**src/rtl/sync_timing_pkg.sv**
```systemverilog
// Shared timing constants and phase encoding for the composite sync generator.
// PAL values are the defaults; NTSC differs only in lines per field.
package sync_timing_pkg;

    localparam int HPOS_W = 10;
    localparam int LINE_W = 9;

    localparam int PAL_LINE_CLKS   = 228;
    localparam int PAL_HS_CLKS     = 17;
    localparam int PAL_FIELD_LINES = 312;
    localparam int PAL_VS_FIRST    = 0;
    localparam int PAL_VS_LINES    = 3;

    localparam int NTSC_LINE_CLKS   = 228;
    localparam int NTSC_HS_CLKS     = 17;
    localparam int NTSC_FIELD_LINES = 262;
    localparam int NTSC_VS_FIRST    = 0;
    localparam int NTSC_VS_LINES    = 3;

    typedef enum logic [1:0] {
        SYNC_LO = 2'd0,
        ACTIVE  = 2'd1,
        BROAD   = 2'd2,
        SERR    = 2'd3
    } phase_t;

    // Window membership with wrap modulo the field length.
    function automatic logic in_vs_window(input int line, input int field_lines,
                                          input int vs_first, input int vs_lines);
        int offset;
        if (line >= vs_first) begin
            offset = line - vs_first;
        end else begin
            offset = line + field_lines - vs_first;
        end
        return (offset < vs_lines);
    endfunction

endpackage

```
**src/rtl/mod_counter.sv**
```systemverilog
// Modulo-N up counter with enable, synchronous clear and a wrap strobe
// that is high on the enabled cycle where the count returns to zero.
module mod_counter #(
    parameter int N = 228,
    parameter int W = 10
) (
    input  logic         i_clk,
    input  logic         i_clr,
    input  logic         i_en,
    output logic [W-1:0] o_count,
    output logic         o_wrap
);

    logic [W-1:0] r_count;
    logic         w_at_max;

    assign w_at_max = (r_count == W'(N - 1));
    assign o_wrap   = i_en & w_at_max;
    assign o_count  = r_count;

    // Count register: clear wins over enable.
    always_ff @(posedge i_clk) begin
        if (i_clr) begin
            r_count <= {W{1'b0}};
        end else if (i_en) begin
            r_count <= w_at_max ? {W{1'b0}} : r_count + W'(1);
        end else begin
            r_count <= r_count;
        end
    end

endmodule

```
**src/rtl/line_sync_generator.sv**
```systemverilog
// Composite sync transmitter: line/field counters, a per-line phase FSM and
// registered HS_N / VS_N / SYNC / ODD outputs one clock behind the counters.
module line_sync_generator
    import sync_timing_pkg::*;
#(
    parameter int LINE_CLKS   = PAL_LINE_CLKS,
    parameter int HS_CLKS     = PAL_HS_CLKS,
    parameter int FIELD_LINES = PAL_FIELD_LINES,
    parameter int VS_FIRST    = PAL_VS_FIRST,
    parameter int VS_LINES    = PAL_VS_LINES
) (
    input  logic              CLK,
    input  logic              RST,
    input  logic              EN,
    output logic              SYNC,
    output logic              HS_N,
    output logic              VS_N,
    output logic              ODD,
    output logic [LINE_W-1:0] LINE,
    output logic [HPOS_W-1:0] HPOS,
    output logic              SOL
);

    if ((LINE_CLKS < 32) || (LINE_CLKS > 1023) || (HS_CLKS < 1) || (HS_CLKS > LINE_CLKS - 2) ||
        (FIELD_LINES < 8) || (FIELD_LINES > 511) || (VS_FIRST < 0) || (VS_FIRST >= FIELD_LINES) ||
        (VS_LINES < 1) || (VS_LINES > FIELD_LINES - 1)) begin : g_param_check
        $error("line_sync_generator: illegal timing parameter combination");
    end

    localparam logic [HPOS_W-1:0] P_HS_CLKS    = HPOS_W'(HS_CLKS);
    localparam logic [HPOS_W-1:0] P_HS_LAST    = HPOS_W'(HS_CLKS - 1);
    localparam logic [HPOS_W-1:0] P_BROAD_LAST = HPOS_W'(LINE_CLKS - HS_CLKS - 1);
    localparam phase_t P_RST_PHASE =
        in_vs_window(0, FIELD_LINES, VS_FIRST, VS_LINES) ? BROAD : SYNC_LO;

    logic [HPOS_W-1:0] w_hpos;
    logic [LINE_W-1:0] w_line;
    logic [LINE_W-1:0] w_next_line;
    logic              w_hpos_wrap;
    logic              w_line_wrap;
    logic              w_in_win;
    logic              w_next_in_win;
    phase_t            r_phase;
    phase_t            w_phase_next;
    logic              r_hs_n;
    logic              r_vs_n;
    logic              r_sync;
    logic              r_odd;

    mod_counter #(.N(LINE_CLKS), .W(HPOS_W)) u_hpos_cnt (
        .i_clk   (CLK),
        .i_clr   (RST),
        .i_en    (EN),
        .o_count (w_hpos),
        .o_wrap  (w_hpos_wrap)
    );

    mod_counter #(.N(FIELD_LINES), .W(LINE_W)) u_line_cnt (
        .i_clk   (CLK),
        .i_clr   (RST),
        .i_en    (w_hpos_wrap),
        .o_count (w_line),
        .o_wrap  (w_line_wrap)
    );

    // The line wrap strobe is only meaningful when the horizontal counter wraps.
    assign w_next_line   = w_line_wrap ? {LINE_W{1'b0}} : w_line + LINE_W'(1);
    assign w_in_win      = in_vs_window(int'(w_line), FIELD_LINES, VS_FIRST, VS_LINES);
    assign w_next_in_win = in_vs_window(int'(w_next_line), FIELD_LINES, VS_FIRST, VS_LINES);

    // Phase next-state: r_phase always describes the current HPOS.
    always_comb begin
        w_phase_next = r_phase;
        if (w_hpos_wrap) begin
            w_phase_next = w_next_in_win ? BROAD : SYNC_LO;
        end else if (EN) begin
            case (r_phase)
                SYNC_LO: begin
                    if (w_hpos == P_HS_LAST) begin
                        w_phase_next = ACTIVE;
                    end else begin
                        w_phase_next = SYNC_LO;
                    end
                end
                BROAD: begin
                    if (w_hpos == P_BROAD_LAST) begin
                        w_phase_next = SERR;
                    end else begin
                        w_phase_next = BROAD;
                    end
                end
                default: w_phase_next = r_phase;
            endcase
        end else begin
            w_phase_next = r_phase;
        end
    end

    // Phase state register.
    always_ff @(posedge CLK) begin
        if (RST) begin
            r_phase <= P_RST_PHASE;
        end else begin
            r_phase <= w_phase_next;
        end
    end

    // Output registers, one clock behind the counter values they decode.
    always_ff @(posedge CLK) begin
        if (RST) begin
            r_hs_n <= 1'b1;
            r_vs_n <= 1'b1;
            r_sync <= 1'b1;
            r_odd  <= 1'b0;
        end else if (EN) begin
            r_hs_n <= (w_hpos >= P_HS_CLKS);
            r_vs_n <= ~w_in_win;
            r_sync <= (r_phase == ACTIVE) || (r_phase == SERR);
            r_odd  <= (w_hpos == {HPOS_W{1'b0}}) ? ~r_odd : r_odd;
        end else begin
            r_hs_n <= r_hs_n;
            r_vs_n <= r_vs_n;
            r_sync <= r_sync;
            r_odd  <= r_odd;
        end
    end

    assign HS_N = r_hs_n;
    assign VS_N = r_vs_n;
    assign SYNC = r_sync;
    assign ODD  = r_odd;
    assign LINE = w_line;
    assign HPOS = w_hpos;
    assign SOL  = EN & ~RST & (w_hpos == {HPOS_W{1'b0}});

endmodule

```
**config.mk**
```make
export PLATFORM = sky130hd
export DESIGN_NAME = line_sync_generator
export DESIGN_NICKNAME = d
export VERILOG_FILES = /design/src/rtl/sync_timing_pkg.sv /design/src/rtl/mod_counter.sv /design/src/rtl/line_sync_generator.sv
export SDC_FILE = /design/constraint.sdc
export NUM_CORES = 1
export LEC_CHECK = 0
export CAP_MARGIN = 0
export CORE_MARGIN = 2
export CORE_UTILIZATION = 45
export DETAILED_ROUTE_END_ITERATION = 10
export HOLD_SLACK_MARGIN = 0.03
export PLACE_DENSITY = 0.74
export SETUP_SLACK_MARGIN = 0.4
export SYNTH_ARGS = -nofsm -noshare
export SYNTH_HDL_FRONTEND = slang
export SYNTH_SLANG_ARGS = --single-unit
```
**constraint.sdc**
```tcl
create_clock -name CLK -period 2.1 [get_ports CLK]
set_input_delay 0.525 -clock CLK [delete_from_list [all_inputs] [get_ports CLK]]
set_output_delay 0.525 -clock CLK [all_outputs]
set_load 0.03 [all_outputs]
```
# Word level (Yosys, flattened, before mapping)
# Index checks and enable logic that the tools add are counted.
# totals
reg_bits	25
latch_bits	0
ramBits	0
romBits	0
out_inout_bits	24
word_cells	42
mem_count	0
# classes
addsub	2
multipliers	0
div	0
magnitude_cmp	3
eq_ne	7
n_shift	0
mux	9
n_bitwise	7
reduce_logical	7
# ops
op	count
== test 10 x 8 -> 1 bit, second input constant	2
< comparator 9 x 2 -> 1 bit, second input constant	2
two-way mux 9 bit	2
adder 10 x 1 -> 10 bit, second input constant	1
== test 10 x 5 -> 1 bit, second input constant	1
greater-or-equal comparator 10 x 5 -> 1 bit, second input constant	1
logical NOT 10 bit	1
two-way mux 10 bit	1
adder 9 x 1 -> 9 bit, second input constant	1
== test 9 bit, second input constant	1
two-way mux 2 bit	3
bitwise AND 1 bit	4
== test 2 bit, second input constant	2
one-hot mux 2 bit (2 select lines)	1
AND reduction 2 bit	2
NOT 1 bit	3
nonzero test 3 bit	1
== test 2 x 1 -> 1 bit, second input constant	1
logical NOT 2 bit	1
two-way mux 1 bit	2
nonzero test 2 bit	1
logical OR 1 bit	1

# Logic depth before layout (Yosys ltp)
# logic_depth
ltp_word	7
depth_mapped	8
ltp_nobuf	7

# Cells and area by module
# Synthesis repeated with hierarchy kept, for this count alone.
# hier_totals
cells_unflattened	147
hier_area_um2	1326.3
# by_module_without_submodules
mod	instances	cells_per_inst	area_each_um2	seq_area_each_um2
mod_counter at u_hpos_cnt	1	55	488.0	200.2
mod_counter at u_line_cnt	1	47	442.9	180.2
line_sync_generator	1	45	395.4	120.1

# Worst setup path after synthesis
# No wires, ideal clock.
# synth_timing
path_type	reg2reg
from	register u_line_cnt.r_count[0] (netlist: u_line_cnt.o_count[0])
to	register u_line_cnt.r_count[4] (netlist: u_line_cnt.o_count[4])
t_arrival_ps	2086
slack_ps	-100
path_stages_with_launch	7
path_cell_list	dfxtp_1 > ha_1 > and2_1 > nor4b_1 > or3_4 > o211ai_2 > and2b_1
# synth_between
elab_chain_cells	2
elab_cells_between_ends	3
classes_between	add/sub (1); eq/ne (1); mux (1)
# synth_rtl
item	line_no	rtl
from (decl)	mod_counter.sv:14	logic [W-1:0] r_count;
from (signal assigned)	mod_counter.sv:24	r_count <= {W{1'b0}};
from (signal assigned)	mod_counter.sv:26	r_count <= w_at_max ? {W{1'b0}} : r_count + W'(1);
from (signal assigned)	mod_counter.sv:28	r_count <= r_count;
adder 9 x 1 -> 9 bit / == test 9 bit (equally long branches)	mod_counter.sv:26, mod_counter.sv:17	
two-way mux 9 bit *	mod_counter.sv:26	
# Mark *: on every way between the ends. The rest lies on a longest branch, timed or not.
# A chain may end at the register's enable or synchronous reset.

# Final worst setup path
# layout_timing
from	register u_hpos_cnt.r_count[8] (netlist: u_hpos_cnt.o_count[8])
to	output port SOL
# layout_between
elab_chain_cells	2
# layout_rtl
item	line_no	rtl
from (decl)	mod_counter.sv:14	
from (signal assigned)	mod_counter.sv:24	
from (signal assigned)	mod_counter.sv:26	
from (signal assigned)	mod_counter.sv:28	
logical NOT 10 bit	line_sync_generator.sv:134	assign SOL = EN & ~RST & (w_hpos == {HPOS_W{1'b0}});
bitwise AND 1 bit	line_sync_generator.sv:134	
to (decl)	line_sync_generator.sv:21	output logic SOL
# No other way between the ends.

==> out/metrics.yaml <==
timing:
  setup_ws_ns: -0.0390
  clock_skew_ns: 0.00969
  slew_viol_final: 0
  max_slew_margin_pct: 72.6
  final_hold_viol_count: 0
  rsz0062_at_grt: "yes"
  setup_viol: 1
  worst_pin_slew_ns: 0.410
  fmax_mhz: 468
  post-route-min-period_ns: 2.14
  fin_crit_sh_pct: 102
clock_tree:
  cts-root-buf: "clkbuf_4"
  insertion_delay_ns: 0.33
  numCtsBuffers: 3
  clk_pin_slew_worst_paths_ns: 0.14
  clock_sinks: 25
  postCtsHoldBufs: 0
  cts_tree: "done"
  cts_htree_levels: 1
  cts_max_path_buffers: 2
yosys:
  yosysTopAreaCell: "dfxtp_1"
  synth.distinct_cells: 37
  synth_top_family_by_area: "simple AND/OR/NAND/NOR gates"
  synth-simple-area-share_pct: 29.4
  synthTopCellsByCount: "nor2_1, dfxtp_1, nand4_1, o21ai_0"
  synth.avg_cell_area_sq_um: 8.41
  synth_edf_count: 0
  synth_most_common_cell: "nor2_1"
  yosys-top-cells-area: "dfxtp_1, nor2_1, ha_1"
  synth_compound_gate_area_share_pct: 13.7
  syn_nets: 165
  yosysSeqAreaShare_pct: 37.9
  synth_top_flop_cell: "dfxtp_1"
  synth_cells: 157
  ys_ff_latch: 25
  synth_mux_area_share_pct: 0.758
  yosys_warnings: 0
  syn_area_sq_um: 1320
  synthAdderAreaFrac_pct: 4.74
  async_reset_ff_share_pct: 0
  synth_xor_area_share_pct: 8.63
  synth_top_area_share_pct: 37.9
worst_setup_path:
  start_kind: "flip-flop"
  slowest_delay_ns: 0.41
  critPathMaxFanout: 2
  critical_path.slowest_cell: "or3b_4"
  endpoint_kind: "output pin"
  cp.required_ns: 1.57
  critical_path.most_common_cell: "nor2_4"
  crit_chain: "or3b_4 > nor2_4 > nand4_1 > nor2_4 > buf_6"
  path_delay_family: "simple AND/OR/NAND/NOR gates"
  crit_type: "flip-flop to output pin"
  crit_buf_inv: 1
  arrival_ns: 1.61
outcome:
  violations: "negative setup slack"
  status: "complete, but fails checks"
placed_design:
  dp_cells: 222
  place.gp.congestion: 0.886
  hpwl_um: 2260
  port_buffers: 26
  dp_slack_ns: -0.499
floorplanning:
  rows: 19
  io_pins: 27
  die_y_um: 58.2
  die_area_sq_um: 3380
  die_w_um: 58.2
  fp.coreArea_sq_um: 2780
  initial_core_util_pct: 47.5
route:
  drt_wl_total_um: 3110
  drc: 0
  ant_nets: 0
  dr.first_iter.drc_count: 43
  wl_per_cell_um: 13.6
  viasPerCell: 5.50
  dr.pass1.iters: 4
  via_count: 1260
power:
  vdd_drop_max_mv: 0.348
  power.internal_uw: 610
  p_clk_share_pct: 26.2
  p_comb_share_pct: 15.2
  p_sw_uw: 230
  total_leakage_power_nw: 0.680
  p_sw_share_pct: 27.3
  power_uw: 840
  powerDensity_nw_per_um2: 471
  seqPwrFrac_pct: 58.5
layout:
  area_growth_pct: 35.1
  drive_above_1_share_pct: 34.3
  antenna_cells: 0
  regArea_sq_um: 526
  nFillCells: 239
  nets: 207
  multi_input_comb_area_sq_um: 785
  final_cells: 229
global_routing:
  grt_max_degree: 15
  gr-usage-all-layers_pct: 20.2
  grt-ovfl-total: 0
  grt_antenna_before_repair: 0
  grt_pass1_vias: 1200
  grt_pass1_wl_um: 5350
worst_hold_path:
  hold_path.class: "flip-flop to flip-flop"
run:
  cap_violations: 0
## worst reg2reg max path: cells and delay by family, from the launching register on
kind	cells	cell delay [ns]
simple gates	4	1.36
flops	1	0.40
compound gates	1	0.13
## placed cells by master, fill, tap and decap left out, drive strengths merged, types with 2 or more instances in the layout
cell type and count:
nor2 26, dfxtp 25, buf 21, clkdlybuf4s15 15, nand4 8, o21ai 8
xnor2 7, nand2 7, nand3 6, a21oi 6, xor2 6, inv 5
a31oi 5, dlygate4sd2 5, nor3 5, ha 5, clkbuf 5, nor2b 4
or3 4, nand2b 3, o41ai 2, and2 2, and3 2, nor4b 2
## metal layers
metal | wire, um | global-route usage [%] | vias up
met3 | 149 | 2.68 | 6
met2 | 1360 | 31.0 | 33
met5 | 0 | 0 | -
met4 | 57 | 8.31 | 0
li1 | - | - | 635
met1 | 1540 | 28.6 | 586
## power by group through the flow
stage	clock network [mW]	logic, mW	registers [mW]
floorplan	0	0.0499	0.528
global placement	0	0.125	0.502
detailed placement	0	0.129	0.503
CTS	0.230	0.131	0.492
global route	0.245	0.140	0.493
finish	0.220	0.128	0.491
## final cells by class
cell class,instances,share of cell area (%)
Multi-Input combinational cell,120,44.0
Timing Repair Buffer,44,21.8
Clock inverter,1,0.281
Inverter,5,1.05
Sequential cell,25,29.5
Clock buffer,3,1.26
Tap cell,31,2.18
## per-stage QoR
stage | TNS (ns) | utilization (%) | cell area [sq um] | hold slack [ns]
floorplan | 0 | - | 1360 | 0.438
global placement | -8.45 | 61.4 | 1710 | 0.458
detailed placement | -9.44 | 61.4 | 1710 | 0.465
CTS | -0.107 | 64.3 | 1790 | 0.497
global route | -0.100 | 64.1 | 1780 | 0.543
finish | -0.0390 | 64.1 | 1780 | 0.494
## flip-flops by register name (all words and copies together) (netlist names)
register            flops
VS_N                    1
r_phase                 2
u_line_cnt.o_count      9
u_hpos_cnt.o_count     10
HS_N                    1
SYNC                    1
ODD                     1
## final timing paths
path / start / end / slack, ns / depth (start not counted)
setup / recovery: u_hpos_cnt.o_count[8]$_SDFFE_PP0P_ / SOL / -0.04 / 5
hold / removal: r_phase[0]$_SDFFE_PP0P_ / SYNC$_SDFFE_PP1P_ / 0.49 / 1
setup reg to reg: u_hpos_cnt.o_count[2]$_SDFFE_PP0P_ / u_line_cnt.o_count[4]$_SDFFE_PP0P_ / 0.17 / 5
hold reg to reg: r_phase[0]$_SDFFE_PP0P_ / SYNC$_SDFFE_PP1P_ / 0.49 / 1
## kinds of logic after synthesis
family | Yosys count
simple gates | 73
compound gates | 28
flops | 25
xor+xnor | 13
buf+inv | 12
fa+ha+maj | 5
mux | 1
## repair_timing
item | in CTS | in global routing
setup endpoints to repair | 46 | 33
buffers inserted | 3 | 0
resized for setup | 69 | 13
pin swaps | 4 | 2
gates cloned | 0 | 0
(Power assumes the default switching activity.)
